<file path="config.mk">
export PLATFORM = sky130hd
export DESIGN_NAME = st2110_tx_arbiter
export DESIGN_NICKNAME = d
export VERILOG_FILES = /design/src/rtl/st2110_pkg.sv /design/src/rtl/st2110_rr_pick.sv /design/src/rtl/st2110_tx_arbiter.sv
export SDC_FILE = /design/constraint.sdc
export NUM_CORES = 1
export LEC_CHECK = 0
export BUFFER_PORTS_ARGS = -buffer_cell sky130_fd_sc_hd__buf_2
export CORE_AREA = 4 4 104 106
export CTS_CLUSTER_DIAMETER = 50
export DETAILED_ROUTE_END_ITERATION = 8
export DIE_AREA = 0 0 108 110
export MAX_ROUTING_LAYER = met4
export PLACE_DENSITY_LB_ADDON = 0.15
export RECOVER_POWER = 50
export SLEW_MARGIN = 20
export SYNTH_ARGS = -nofsm -noshare
export SYNTH_HDL_FRONTEND = slang
export SYNTH_SLANG_ARGS = --single-unit
</file>
<file path="constraint.sdc">
create_clock -name clk -period 2.3 [get_ports clk]
set_input_delay 0.46 -clock clk [delete_from_list [all_inputs] [get_ports clk]]
set_output_delay 0.46 -clock clk [all_outputs]
set_load 0.005 [all_outputs]
</file>
<file path="src/rtl/st2110_pkg.sv">
// st2110_pkg: shared state type, TX beat width and source index type for the ST 2110 TX arbiter
package st2110_pkg;
  localparam int ETH_TX_DATA_W = 64;
  localparam int MAX_SRC = 8;
  typedef enum logic [1:0] {IDLE, XFER, GAP} arb_state_e;
  typedef logic [$clog2(MAX_SRC)-1:0] src_idx_t;
endpackage

</file>
<file path="src/rtl/st2110_rr_pick.sv">
// st2110_rr_pick: combinational round-robin picker starting one past last_grant
//   req        in  per-source request
//   last_grant in  index granted most recently
//   gnt_idx    out first requester scanning last_grant+1, +2, ... modulo NUM_SRC
//   gnt_any    out at least one request present
module st2110_rr_pick
  import st2110_pkg::*;
#(
  parameter int NUM_SRC = 3
) (
  input  logic [NUM_SRC-1:0]         req,
  input  logic [$clog2(NUM_SRC)-1:0] last_grant,
  output logic [$clog2(NUM_SRC)-1:0] gnt_idx,
  output logic                       gnt_any
);
  localparam int IW = $clog2(NUM_SRC);
  src_idx_t cand;
  // Walk the scan order backwards so the nearest requester is the last one written.
  always_comb begin
    gnt_idx = '0;
    gnt_any = 1'b0;
    cand = '0;
    for (int k = NUM_SRC; k >= 1; k--) begin
      if (req[(int'(last_grant) + k) % NUM_SRC]) begin
        cand = src_idx_t'((int'(last_grant) + k) % NUM_SRC);
        gnt_idx = cand[IW-1:0];
        gnt_any = 1'b1;
      end
    end
  end
endmodule

</file>
<file path="src/rtl/st2110_tx_arbiter.sv">
// st2110_tx_arbiter: packet-level arbiter sharing one Ethernet TX path between RTP sources
//   clk, rst_n                  clock, async active-low reset
//   src_data/valid/last/ready   per-source beat streams (source i at [i*DATA_W +: DATA_W])
//   tx_data/valid/last/ready    forwarded stream to the Ethernet TX encapsulator
//   tx_src_id                   index of the granted source
//   busy                        transfer or idle gap in progress
//   pkt_done                    one-cycle pulse the cycle after each packet's last beat
module st2110_tx_arbiter
  import st2110_pkg::*;
#(
  parameter int NUM_SRC   = 3,
  parameter int DATA_W    = ETH_TX_DATA_W,
  parameter int MIN_GAP   = 3,
  parameter bit PRIO_SRC0 = 1'b1
) (
  input  logic                        clk,
  input  logic                        rst_n,
  input  logic [NUM_SRC*DATA_W-1:0]   src_data,
  input  logic [NUM_SRC-1:0]          src_valid,
  input  logic [NUM_SRC-1:0]          src_last,
  output logic [NUM_SRC-1:0]          src_ready,
  output logic [DATA_W-1:0]           tx_data,
  output logic                        tx_valid,
  output logic                        tx_last,
  input  logic                        tx_ready,
  output logic [$clog2(NUM_SRC)-1:0]  tx_src_id,
  output logic                        busy,
  output logic                        pkt_done
);
  localparam int IW = $clog2(NUM_SRC);
  localparam int GW = MIN_GAP > 1 ? $clog2(MIN_GAP) : 1;
  arb_state_e state_q, state_d;
  logic [IW-1:0] grant_q, grant_d, last_grant_q, last_grant_d, rr_idx, pick_idx;
  logic [GW-1:0] gap_cnt_q, gap_cnt_d;
  logic pkt_done_q, pkt_done_d, rr_any, xfer, beat, gap_end;
  st2110_rr_pick #(.NUM_SRC(NUM_SRC)) u_pick (
    .req       (src_valid),
    .last_grant(last_grant_q),
    .gnt_idx   (rr_idx),
    .gnt_any   (rr_any)
  );
  // Source 0 overrides round-robin only when strict priority is enabled.
  assign pick_idx  = (PRIO_SRC0 && src_valid[0]) ? '0 : rr_idx;
  assign xfer      = state_q == XFER;
  assign beat      = xfer && src_valid[grant_q] && tx_ready;
  assign gap_end   = gap_cnt_q == GW'(MIN_GAP - 1);
  assign tx_valid  = xfer && src_valid[grant_q];
  assign tx_last   = xfer && src_last[grant_q];
  assign tx_data   = xfer ? src_data[grant_q*DATA_W +: DATA_W] : '0;
  assign src_ready = (xfer && tx_ready) ? NUM_SRC'(1) << grant_q : '0;
  assign tx_src_id = grant_q;
  assign busy      = state_q != IDLE;
  assign pkt_done  = pkt_done_q;
  always_comb begin
    state_d = state_q;
    grant_d = grant_q;
    last_grant_d = last_grant_q;
    gap_cnt_d = '0;
    pkt_done_d = beat && src_last[grant_q];
    case (state_q)
      IDLE: if (rr_any) begin
        state_d = XFER;
        grant_d = pick_idx;
      end
      XFER: if (pkt_done_d) begin
        state_d = MIN_GAP > 0 ? GAP : IDLE;
        last_grant_d = grant_q;
      end
      GAP: begin
        gap_cnt_d = gap_end ? '0 : gap_cnt_q + 1'b1;
        state_d = gap_end ? IDLE : GAP;
      end
      default: state_d = IDLE;
    endcase
  end
  always_ff @(posedge clk or negedge rst_n) begin
    if (!rst_n) begin
      state_q <= IDLE;
      grant_q <= '0;
      last_grant_q <= IW'(NUM_SRC - 1);
      gap_cnt_q <= '0;
      pkt_done_q <= 1'b0;
    end else begin
      state_q <= state_d;
      grant_q <= grant_d;
      last_grant_q <= last_grant_d;
      gap_cnt_q <= gap_cnt_d;
      pkt_done_q <= pkt_done_d;
    end
  end
endmodule

</file>
==> results of run 1 <==
metal layers:
layer	vias up	part of all wire, %	global-route usage (%)
met4	0	2.3	4.869
met1	1516	37	18.08
met5	-	0	-
met2	168	52	30.99
li1	1679	-	-
met3	21	8.0	2.038
layout make-up:
cell class | count | area [um2] | share of cell area, %
Clock buffer | 4 | 45.04 | 1.222
Inverter | 7 | 26.28 | 0.7131
Multi-Input combinational cell | 296 | 1740 | 47.23
Sequential cell | 9 | 231.5 | 6.282
Tap cell | 133 | 166.4 | 4.516
Timing Repair Buffer | 284 | 1475 | 40.03
how the worst min path moves through the flow:
stage	from	endpoint	slack, ns
6_report	rst_n	pkt_done	0.16
5_1_grt	rst_n	tx_src_id[0]	0.21
4_1_cts	rst_n	tx_src_id[0]	0.08
3_5_place_dp	rst_n	pkt_done	0.33
3_3_place_gp	rst_n	pkt_done	0.33
2_1_floorplan	rst_n	gap_cnt_q[0]	0.16
registers in the layout, indices dropped and copies added, names as in the netlist:
signal and cells:
state_q 2, gap_cnt_q 2, tx_src_id 2, pkt_done 1
last_grant_q 2
power groups by stage:
stage	combinational, mW	sequential [mW]	clock (mW)
floorplan	2.01	0.240	0
global placement	3.32	0.296	0
detailed placement	3.31	0.297	0
CTS	3.33	0.295	0.192
global route	3.65	0.305	0.204
finish	3.24	0.291	0.184
synth_stat cells:
master,number
o211ai_1,2
buf_1,1
mux2_1,1
nand3_1,1
a2111oi_0,1
mux2_2,1
a21o_1,1
nor3_1,4
nor4bb_1,1
ha_1,2
nand2b_1,1
clkbuf_1,12
nand4b_1,1
a31oi_1,1
o2111ai_1,1
nor2b_1,2
nor3b_1,1
o2bb2ai_1,2
buf_4,3
or2_2,1
nor2_1,131
nand4_2,1
inv_1,7
nor4b_1,1
and4_1,1
dfstp_2,1
buf_2,14
a21oi_1,64
o21ai_0,3
mux2i_1,68
nand2_1,1
and2_1,2
dfrtp_1,8
kinds of logic after synthesis:
group	Yosys count	synth area share [%]
fa+ha+maj	2	1.171
mux	70	32.92
simple gates	149	28.76
buf+inv	37	7.850
compound gates	75	18.69
flops	9	10.60
critical path: cells and delay by family, from the launching register on:
kind,cells,cell delay [ns]
DFF,1,0.57
and+or+nand+nor,2,0.41
buffers and inverters,2,0.39
AOI/OAI and AO/OA,1,0.10
stage by stage:
| step | cell area [um2] | utilization (%) | setup WS [ns] |
|---|---|---|---|
| global placement | 3675 | 37.60 | 0.4008 |
| global route | 3685 | 37.70 | 0.01750 |
| floorplan | 2136 | - | 0.5469 |
| CTS | 3720 | 38.06 | 0.1348 |
| detailed placement | 3675 | 37.60 | 0.3905 |
| finish | 3685 | 37.70 | 0.1115 |
==> results.py, run 1 <==
metrics = {
    "synthesis": {
        "synth_area_leader_cell": "mux2i_1",
        "avgSynthCellArea_um2": 6.245,
        "mappedNetlistArea_um2": 2136,
        "syn-num-nets": 545,
        "ys_seq_area_share_pct": 10.60,
        "synth_warnings": 0,
        "ys_types": 33,
        "synthCells": 342,
        "ys_ff_latch": 9,
        "synth_top_area_share_pct": 31.87,
        "yosys-top-cells-area": "mux2i_1 (32%), nor2_1 (23%), a21oi_1 (15%)",
    },
    "routing": {
        "postRouteAntennaNets": 0,
        "routed_wl_mm": 10.60,
        "drt_iter0_markers": 184,
        "dr_total_vias": 3384,
        "avgViaCountPerCell": 4.617,
        "wl_per_cell_um": 14.46,
        "drt_first_pass_iters": 4,
        "route.detailed.drc": 0,
    },
    "power_and_ir_drop": {
        "internal_power_mw": 1.806,
        "p_leak_nw": 1.977,
        "pwr-share-clk_pct": 4.9,
        "finalPower_mw": 3.714,
        "swShare_pct": 51.36,
        "power_density_nw_per_um2": 1008,
        "p_switching_mw": 1.907,
        "ir_drop_v": 0.0004930,
        "combinationalPowerShare_pct": 87.2,
        "p_seq_share_pct": 7.8,
    },
    "clocking": {
        "cts_root_buffer": "clkbuf_8",
        "cts_tree": "built",
        "cts_hold_buf": 0,
        "cts_resized": 0,
        "clock_latency_ns": 0.23,
        "cts.path.max_buffers": 2,
        "cts.sinks": 9,
        "post_cts_buffers": 0,
        "cts-buffers-inserted": 3,
        "htree_num_levels": 1,
        "clkTransAtPathRegs_ns": 0.04,
    },
    "global_routing": {
        "gr-total-overflow": 0,
        "grt_pass1_vias": 3236,
        "grt_pass1_wl_mm": 15.46,
        "antenna_found_initial": 0,
        "track_usage_pct": 16.42,
        "grt_start_max_net_pins": 44,
    },
    "finish": {
        "drive_gt1_share_pct": 45.67,
        "mostFrequentLayoutCells": "buf_2 (251), nor2_1 (131), mux2i_1 (68)",
        "syn_to_final_growth_pct": 72.52,
        "antenna_cells": 0,
        "layout.nets": 804,
        "finalNonFillerCells": 733,
        "fillCellCount": 1125,
        "final_common_cell": "buf_2",
    },
    "critical_path": {
        "endpoint_kind": "primary output",
        "rrSetupSlack_ns": 0.35,
        "crit_arrival_ns": 1.73,
        "crit_end": "tx_data[39]",
        "slowest_delay_ns": 0.57,
        "slowest_stage": "dfrtp_4",
        "critPathRequiredTime_ns": 1.84,
        "critPathLaunchType": "flop",
        "rr_worst_depth": 5,
        "critPathMaxFanout": 43,
        "cp_cell_sequence": "nor2b_2, buf_12, a21oi_1, nor2_1, buf_2",
        "reg2reg_to": "last_grant_q[0]",
        "worstReg2RegStart": "tx_src_id[0]",
        "worst-setup-path-type": "flop to primary output",
        "cp-startpoint": "tx_src_id[0]",
    },
    "sta": {
        "clock.fmax_mhz": 456.9,
        "period_needed_ns": 2.189,
        "drv_slew": 0,
        "fin_crit_sh_pct": 95.15,
        "holdWs_ns": 0.1644,
        "setup_viol": 0,
        "worst_pin_slew_ns": 0.5006,
        "rsz0062_at_grt": "false",
        "final_hold_viol_count": 0,
        "fin_skew_ns": 0.0007366,
        "timing.setup.tns_ns": 0,
        "relSlewSlack_pct": 66.63,
    },
    "place": {
        "gp_congestion": 0.8910,
        "dpl.hpwl_mm": 8.794,
        "io_buffers": 273,
        "dp_cells": 729,
    },
    "die": {
        "fp.dieH_um": 110,
        "die_area_um2": 11880,
        "row_count": 36,
        "dieWidth_um": 108,
        "core_area_um2": 9774,
        "io-pin-count": 274,
        "start_util_pct": 21.85,
    },
    "worst_hold_path": {
        "hp-class": "input pin to asynchronous set/reset pin",
    },
    "outcome": {
        "outcome": "complete, no violations",
    },
    "job": {
        "cap_violations": 0,
    },
}
(Power assumes the default switching activity.)
==> run 2: changes to the inputs <==
- CTS_BUF_LIST: not set -> sky130_fd_sc_hd__clkbuf_4
- clock period: 2.3 -> 2.02 ns (I/O delays scaled with it)
==> results.py, run 2 (same netlist as run 1, synthesis figures left out) <==
metrics = {
    "die": {
        "core_area_um2": 9774,
        "fp.dieH_um": 110,
        "die_area_um2": 11880,
        "row_count": 36,
        "start_util_pct": 21.85,
        "dieWidth_um": 108,
        "io-pin-count": 274,
    },
    "power_and_ir_drop": {
        "p_leak_nw": 2.153,
        "power_density_nw_per_um2": 1186,
        "ir_drop_v": 0.0005136,
        "finalPower_mw": 4.662,
    },
    "routing": {
        "drt_first_pass_iters": 7,
        "route.detailed.drc": 0,
        "postRouteAntennaNets": 0,
        "dr_total_vias": 3471,
        "wl_per_cell_um": 15.64,
        "routed_wl_mm": 11.72,
        "avgViaCountPerCell": 4.634,
        "drt_iter0_markers": 206,
    },
    "finish": {
        "final_common_cell": "buf_2",
        "layout.nets": 820,
        "antenna_cells": 0,
        "syn_to_final_growth_pct": 84.07,
        "finalNonFillerCells": 749,
        "fillCellCount": 1083,
        "drive_gt1_share_pct": 51.14,
        "mostFrequentLayoutCells": "buf_2 (271), nor2_1 (131), mux2i_1 (65)",
    },
    "worst_hold_path": {
        "hold_depth": 1,
        "hp-class": "flop to flop",
        "hold_path.startpoint": "gap_cnt_q[0]",
        "hold_end": "gap_cnt_q[0]",
    },
    "critical_path": {
        "worst-setup-path-type": "flop to primary output",
        "critPathRequiredTime_ns": 1.62,
        "critPathLaunchType": "flop",
        "slowest_delay_ns": 0.52,
        "worstReg2RegStart": "last_grant_q[1]",
        "endpoint_kind": "primary output",
        "rr_worst_depth": 5,
        "rrSetupSlack_ns": 0.20,
        "reg2reg_to": "tx_src_id[0]",
        "crit_arrival_ns": 1.62,
        "critPathMaxFanout": 10,
        "cp_cell_sequence": "buf_6, buf_12, mux2i_1, nor2_1, a21oi_1, nor2_1, buf_2",
        "cp_common_cell": "nor2_1",
        "slowest_stage": "dfrtp_4",
    },
    "clocking": {
        "cts.sinks": 9,
        "clkTransAtPathRegs_ns": 0.06,
        "htree_num_levels": 1,
        "cts_tree": "built",
        "cts_root_buffer": "clkbuf_4",
        "clock_latency_ns": 0.26,
        "cts.path.max_buffers": 2,
        "cts-buffers-inserted": 3,
    },
    "outcome": {
        "outcome": "finished, violations left",
        "violations": "setup timing",
    },
    "sta": {
        "fin_crit_sh_pct": 100.3,
        "timing.setup.tns_ns": -0.01442,
        "final_hold_viol_count": 0,
        "setup_viol": 5,
        "relSlewSlack_pct": 65.41,
        "worst_pin_slew_ns": 0.5188,
        "period_needed_ns": 2.026,
        "drv_slew": 0,
        "holdWs_ns": 0.4523,
        "setup_slack_ns": -0.006360,
        "fin_skew_ns": 0.0003427,
        "rsz0062_at_grt": "true",
        "clock.fmax_mhz": 493.5,
    },
    "place": {
        "gp_congestion": 0.7872,
        "place_ws_ns": 0.2100,
        "io_buffers": 273,
        "dp_cells": 730,
        "dpl.hpwl_mm": 8.928,
    },
    "job": {
        "cap_violations": 0,
    },
    "global_routing": {
        "antenna_found_initial": 0,
        "gr-total-overflow": 0,
        "track_usage_pct": 16.78,
        "grt_pass1_wl_mm": 15.75,
        "grt_pass1_vias": 3379,
        "grt_start_max_net_pins": 45,
    },
}
run 2: layout make-up:
cell class,instances,area [um2],share of cell area (%)
inverters,7,26.28,0.6684
repair buffers,300,1702,43.28
well taps,133,166.4,4.233
flip-flops and latches,9,231.5,5.888
clock buffers,4,30.03,0.7638
multi-input cells,296,1775,45.16
run 2: how the worst max path moves through the flow:
stage | startpoint | end | cells after the start
finish | tx_src_id[0] | tx_data[41] | 7
global route | tx_src_id[0] | tx_data[7] | 6
CTS | tx_src_id[0] | tx_data[39] | 5
detailed placement | tx_src_id[0] | tx_data[20] | 5
global placement | tx_src_id[0] | tx_data[26] | 6
floorplan | tx_src_id[0] | tx_data[56] | 7
run 2: what timing repair did:
action	CTS	global route
buffers inserted	1	8
hold endpoints to repair	8	0
resized for setup	1	12
cloned	0	6
endpoints found under the setup margin	64	66
pin swaps	0	4
hold buffers	1	0
run 2: critical path: cells and delay by family, from the launching register on:
family                 cells  cell delay [ns]
AOI/OAI and AO/OA          1             0.17
buffers and inverters      3             0.42
DFF                        1             0.52
muxes                      1             0.14
and+or+nand+nor            2             0.11
run 2: through the flow:
step,util [%],cell area (um2)
after floorplan,-,2136
after global placement,37.80,3695
after detailed placement,37.80,3695
after CTS,38.33,3746
after global routing,40.22,3931
final,40.22,3931
run 2: metal layers:
layer	up-vias	track usage (%)	part of all wire [%]
met5	-	-	0
met4	0	2.525	0.82
met3	8	1.922	7.4
met2	168	33.48	54
met1	1578	18.08	38
li1	1717	-	-
run 2: where the power goes:
part / switching (mW) / leakage, nW / total (mW) / internal [mW]
logic: 2.19 / 2.02 / 4.20 / 2.01
registers: 0.0617 / 0.112 / 0.304 / 0.242
clock network: 0.0658 / 0.0184 / 0.155 / 0.0897
total: 2.32 / 2.15 / 4.66 / 2.34
